===== src/rtl/bram_cart_x.sv =====
// bram_cart_x: byte-wide backup RAM cartridge on a 16-bit word SRAM.
// Write protect, async bus strobe sync, fixed-length write pulse, save request.
module bram_cart_x #(
    parameter int MEM_AW   = 18,
    parameter int ID_MIN   = 4,
    parameter int WE_LEN   = 8,
    parameter int SAVE_DLY = 5000000
) (
    input  logic              clk,
    input  logic              map_rst,
    input  logic [23:1]       cpu_addr,
    input  logic [15:0]       cpu_data,
    input  logic              cpu_oe,
    input  logic              cpu_we_lo,
    input  logic              cpu_ce_hi,
    input  logic              cart_on,
    input  logic              sst_act,
    input  logic [2:0]        size,
    output logic [15:0]       cart_dout,
    output logic              cart_oe,
    input  logic [15:0]       mem_dout,
    output logic [15:0]       mem_din,
    output logic [MEM_AW-1:0] mem_addr,
    output logic              mem_oe,
    output logic              mem_ce,
    output logic              mem_we_lo,
    output logic              mem_we_hi,
    output logic              wp_off,
    output logic              dirty,
    output logic              save_req,
    output logic              wr_drop,
    input  logic              save_ack
);
    localparam int CW = (SAVE_DLY > 1) ? $clog2(SAVE_DLY) : 1;

    typedef enum logic [1:0] {
        CLEAN = 2'd0,
        DIRTY = 2'd1,
        REQ   = 2'd2
    } state_e;

    state_e        state_q, state_d;
    logic [CW-1:0] cnt_q, cnt_d;
    logic          pend_q, pend_d;
    logic          drop_q, drop_d;
    logic          wp_q, wp_d;
    logic          act_q, act_d;
    logic          lane_q, lane_d;
    logic [7:0]    len_q, len_d;
    logic [7:0]    dat_q, dat_d;
    logic [16:0]   wa_q, wa_d;
    logic [2:0]    rsy_q, rsy_d;
    logic [2:0]    gsy_q, gsy_d;

    logic [7:0]    id;
    logic [17:0]   ba_mask;
    logic [17:0]   ba;
    logic [16:0]   wa;
    logic          lane;
    logic          cart_ce, id_area, ram_area, reg_area;
    logic          ram_ev, reg_ev, acc;
    logic          unused;

    assign id = 8'(ID_MIN) + {5'd0, size};

    // Capacity is 8 KiB << id bytes; higher byte address bits alias.
    always_comb begin
        ba_mask = '1;
        for (int i = 0; i < 18; i++) begin
            if (i >= 13 + int'(id)) ba_mask[i] = 1'b0;
        end
    end

    assign ba   = cpu_addr[18:1] & ba_mask;
    assign wa   = ba[17:1];
    assign lane = ba[0];

    assign cart_ce  = cart_on & ~cpu_ce_hi;
    assign id_area  = cart_ce & (cpu_addr[23:20] == 4'h4);
    assign ram_area = cart_ce & (cpu_addr[23:20] == 4'h6);
    assign reg_area = cart_ce & (cpu_addr[23:20] == 4'h7);

    assign ram_ev = rsy_q[1] & ~rsy_q[2];
    assign reg_ev = gsy_q[1] & ~gsy_q[2];
    assign acc    = ram_ev & wp_q & ~sst_act & ~act_q;

    always_comb begin
        rsy_d  = {rsy_q[1:0], ram_area & ~cpu_we_lo};
        gsy_d  = {gsy_q[1:0], reg_area & ~cpu_we_lo};
        wp_d   = wp_q;
        drop_d = drop_q;
        act_d  = act_q;
        len_d  = len_q;
        wa_d   = wa_q;
        lane_d = lane_q;
        dat_d  = dat_q;
        if (reg_ev && !sst_act) wp_d = cpu_data[0];
        if (acc) begin
            act_d  = 1'b1;
            len_d  = 8'(WE_LEN);
            wa_d   = wa;
            lane_d = lane;
            dat_d  = cpu_data[7:0];
        end else if (act_q) begin
            if (len_q == 8'd1) act_d = 1'b0;
            len_d = len_q - 8'd1;
        end
        if (ram_ev && act_q && wp_q && !sst_act) drop_d = 1'b1;
    end

    always_comb begin
        state_d = state_q;
        cnt_d   = cnt_q;
        pend_d  = pend_q;
        unique case (state_q)
            CLEAN: begin
                if (acc) begin
                    state_d = DIRTY;
                    cnt_d   = '0;
                end
            end
            DIRTY: begin
                if (acc) begin
                    cnt_d = '0;
                end else begin
                    cnt_d = cnt_q + CW'(1);
                    if (cnt_q == CW'(SAVE_DLY - 2)) state_d = REQ;
                end
            end
            REQ: begin
                if (acc) pend_d = 1'b1;
                if (save_ack) begin
                    pend_d  = 1'b0;
                    cnt_d   = '0;
                    state_d = (pend_q || acc) ? DIRTY : CLEAN;
                end
            end
            default: begin
                state_d = CLEAN;
                cnt_d   = '0;
                pend_d  = 1'b0;
            end
        endcase
    end

    always_ff @(posedge clk) begin
        if (map_rst) begin
            state_q <= CLEAN;
            cnt_q   <= '0;
            pend_q  <= 1'b0;
            drop_q  <= 1'b0;
            wp_q    <= 1'b0;
            act_q   <= 1'b0;
            lane_q  <= 1'b0;
            len_q   <= '0;
            dat_q   <= '0;
            wa_q    <= '0;
            rsy_q   <= '0;
            gsy_q   <= '0;
        end else begin
            state_q <= state_d;
            cnt_q   <= cnt_d;
            pend_q  <= pend_d;
            drop_q  <= drop_d;
            wp_q    <= wp_d;
            act_q   <= act_d;
            lane_q  <= lane_d;
            len_q   <= len_d;
            dat_q   <= dat_d;
            wa_q    <= wa_d;
            rsy_q   <= rsy_d;
            gsy_q   <= gsy_d;
        end
    end

    always_comb begin
        if (id_area) cart_dout = {id, id};
        else         cart_dout = {8'h00, lane ? mem_dout[15:8] : mem_dout[7:0]};
    end

    assign mem_oe    = ram_area & ~cpu_oe;
    assign mem_ce    = ram_area | act_q;
    assign cart_oe   = mem_oe | (id_area & ~cpu_oe);
    assign mem_we_lo = act_q & ~lane_q;
    assign mem_we_hi = act_q & lane_q;
    assign mem_din   = {dat_q, dat_q};
    assign mem_addr  = act_q ? MEM_AW'(wa_q) : MEM_AW'(wa);
    assign wp_off    = wp_q;
    assign dirty     = (state_q != CLEAN);
    assign save_req  = (state_q == REQ);
    assign wr_drop   = drop_q;
    assign unused    = ^{cpu_addr[19], cpu_data[15:8]};
endmodule


===== config.mk =====
export PLATFORM = sky130hd
export DESIGN_NAME = bram_cart_x
export DESIGN_NICKNAME = d
export VERILOG_FILES = /design/src/rtl/bram_cart_x.sv
export SDC_FILE = /design/constraint.sdc
export NUM_CORES = 1
export LEC_CHECK = 0
export ABC_AREA = 1
export ABC_CLOCK_PERIOD_IN_PS = 1490
export BUFFER_PORTS_ARGS = -buffer_cell sky130_fd_sc_hd__buf_2
export CORE_MARGIN = 5
export CORE_UTILIZATION = 29
export DETAILED_ROUTE_END_ITERATION = 12
export GPL_TIMING_DRIVEN = 0
export SYNTH_ARGS = -nofsm -noshare
export SYNTH_HDL_FRONTEND = slang
export SYNTH_SLANG_ARGS = --single-unit

===== constraint.sdc =====
create_clock -name clk -period 1.49 [get_ports clk]
set_input_delay 0.0745 -clock clk [delete_from_list [all_inputs] [get_ports clk]]
set_output_delay 0.0745 -clock clk [all_outputs]
set_load 0.02 [all_outputs]

==> flow_metrics.tcl <==
set metrics [dict create \
    leakage_nw 2.349 \
    grt_pass1_vias 3603 \
    netSwitchingPower_w 0.001049 \
    antenna_found_initial 0 \
    cp.arrival_ps 1630 \
    setup_viol 0 \
    synth_area_leaders "dfxtp_1 (37%), nand2_1 (16%), inv_1 (7.9%)" \
    drc 0 \
    fp.dieH_microns 123.3 \
    start_kind "flop" \
    finalMaxSlewViolations 0 \
    outcome "complete, no violations" \
    critPathRequiredTime_ps 1710 \
    p_seq_share_pct 41.9 \
    dp_hpwl_microns 7565 \
    grt_max_degree 13 \
    clock_path_buffers 2 \
    vias 3851 \
    final_area_sq_um 5110 \
    min_period_over_period_pct 94.28 \
    gp_congestion 0.8230 \
    yosys_warnings 0 \
    critPathSlowestCell "dfxtp_4" \
    rsz0062_at_grt "yes" \
    synth_top_area_cell "dfxtp_1" \
    fmax_ghz 0.7119 \
    combPwrFrac_pct 8.4 \
    final.min_clock_period_ps 1405 \
    maxCapViolCount 0 \
    wl_microns 10080 \
    viasPerCell 4.322 \
    final_common_cell "nand2_1" \
    dr.pass1.iters 4 \
    avgSynthCellArea_sq_um 6.494 \
    numCtsBuffers 9 \
    hold_violations 0 \
    syn_area_sq_um 3721 \
    rows 41 \
    cp_common_cell "nand2_1" \
    path_class "flop to flop" \
    clock_sinks 69 \
    p_int_w 0.003337 \
    final.setup.worst_slack_ps 85.26 \
    layout.cells.most_common_list "nand2_1 (156), buf_2 (115), inv_1 (77)" \
    max_stage_delay_ps 360 \
    end_kind "flop" \
    crit_fanout 5 \
    peakVddDrop_mv 0.4876 \
    clk_pin_slew_ps 60 \
    sw_frac_of_total_pct 23.91 \
    area_growth_syn_to_layout_pct 37.32 \
    drive_gt1_share_pct 29.07 \
    hp-class "input pin to flop" \
    final_nets 785 \
    overflow 0 \
    synth_seq_area_share_pct 37.12 \
    synth_cells 573 \
    clkPwrFrac_pct 49.6 \
    cts_htree_levels 3 \
    synth_top_area_share_pct 37.12 \
    clkLatencyLatePin_ps 330 \
    synth_seq_cells 69 \
    grt_pass1_wl_microns 16600 \
    path_cells "inv_1, ha_1, nand2_1, nor3_1, nand2_1, nor3_2, nand3_1, nand2_1, nor2_1" \
    dieArea_sq_um 15200 \
    ios 125 \
    dp_slack_ps -145.5 \
    grt_usage_pct 13.62 \
    start_util_pct 29.49 \
    port_buffers 108 \
    powerDensity_nw_per_um2 858.4 \
    die_w_microns 123.3 \
    root_buffer "clkbuf_16" \
    antenna_cells 0 \
    core-area_sq_um 12620 \
    drtIter0Drc 134 \
    wire_per_inst_microns 11.31 \
    placed_area_sq_um 4492 \
    synth_cell_types 35 \
    worst_clock_skew_ps 3.070 \
    ant_nets 0 \
    tritoncts "done" \
]
[cell type report]
cell class,instances,area (sq um)
clock inverters,5,60.06
inverters,83,314.1
plain buffers,29,219.0
fillers,1355,7510
well taps,172,215.2
multi-input cells,396,1949
flip-flops and latches,69,1401
repair buffers,126,708.2
clock buffers,11,242.7
[metal layers]
metal | vias to the layer above | global-route usage [%] | wire length [microns]
li1 | 2064 | - | -
met1 | 1669 | 18.20 | 4909
met2 | 107 | 21.07 | 4391
met3 | 11 | 3.065 | 627
met4 | 0 | 5.952 | 152
met5 | - | 0 | 0
[per-stage QoR]
stage / power [W] / hold WS (ps) / util [%] / cells / setup TNS [ps]
6_report: 0.004386 / 12.82 / 40.49 / 891 / 0
5_1_grt: 0.004554 / 23.11 / 40.49 / 891 / -105.0
4_1_cts: 0.004443 / 4.415 / 39.41 / 887 / -15.96
3_5_place_dp: 0.002234 / 305.4 / 35.59 / 857 / -2776
3_3_place_gp: 0.002232 / 296.4 / 35.59 / 857 / -2547
2_1_floorplan: 0.002081 / 212.8 / - / 577 / 0
[sequential cells by signal, indices dropped and copies added, names as in the netlist]
signal / cells
lane_q: 1
wp_off: 1
dat_q: 8
wa_q: 17
act_q: 1
rsy_q: 3
gsy_q: 3
wr_drop: 1
pend_q: 1
state_q: 2
cnt_q: 23
len_q: 8
[synth_stat cells (all sizes together)]
cell      n
nand3b    2
xor2      2
inv      83
nor2     73
nor3     13
and3      1
or2       5
a31oi     2
o21ai    49
dfxtp    69
o211ai    2
nand4     7
nor4      2
ha        5
xnor2     1
conb      1
clkbuf    6
buf      23
nand3    36
nand2   162
a21oi    29
[critical path, delay by kind of cell (launching register included)]
kind / cells / cell delay, ps
adder cells (fa/ha/maj): 1 / 150
flip-flops: 1 / 360
AND/OR/NAND/NOR: 7 / 720
buffers and inverters: 1 / 60
[cells by family after synthesis]
group                    count (synthesis)  synth area share, %
XOR/XNOR                                 3               0.7062
AND/OR/NAND/NOR                        301                35.61
buffers and inverters                  112                13.25
other                                    1               0.1008
AO/OA/AOI/OAI                           82                11.53
flip-flops                              69                37.12
adder cells (fa/ha/maj)                  5                1.681
[worst paths after layout]
check                                   to    startpoint  depth (start not counted)  slack (ps)
worst max-delay path            state_q[0]      cnt_q[0]                          9          90
worst min-delay path              wa_q[10]  cpu_addr[12]                          3          10
worst max register to register  state_q[0]      cnt_q[0]                          9          90
worst min register to register    rsy_q[1]      rsy_q[0]                          2         400
[timing repair]
| action | in CTS | in global routing |
|---|---|---|
| endpoints found under the setup margin | 41 | 58 |
| pin swaps | 1 | 3 |
| hold endpoints to repair | 11 | 0 |
| hold buffers | 12 | 0 |
| buffers inserted | 2 | 4 |
| resized for setup | 18 | 41 |
[power by group through the flow]
stage | registers [W] | clock network [W] | logic [W]
2_1_floorplan | 0.00189 | 0 | 0.000195
3_3_place_gp | 0.00189 | 0 | 0.000346
3_5_place_dp | 0.00189 | 0 | 0.000348
4_1_cts | 0.00185 | 0.00223 | 0.000372
5_1_grt | 0.00184 | 0.00231 | 0.000410
6_report | 0.00184 | 0.00218 | 0.000369
No activity file was read; power rests on OpenSTA's default activity.
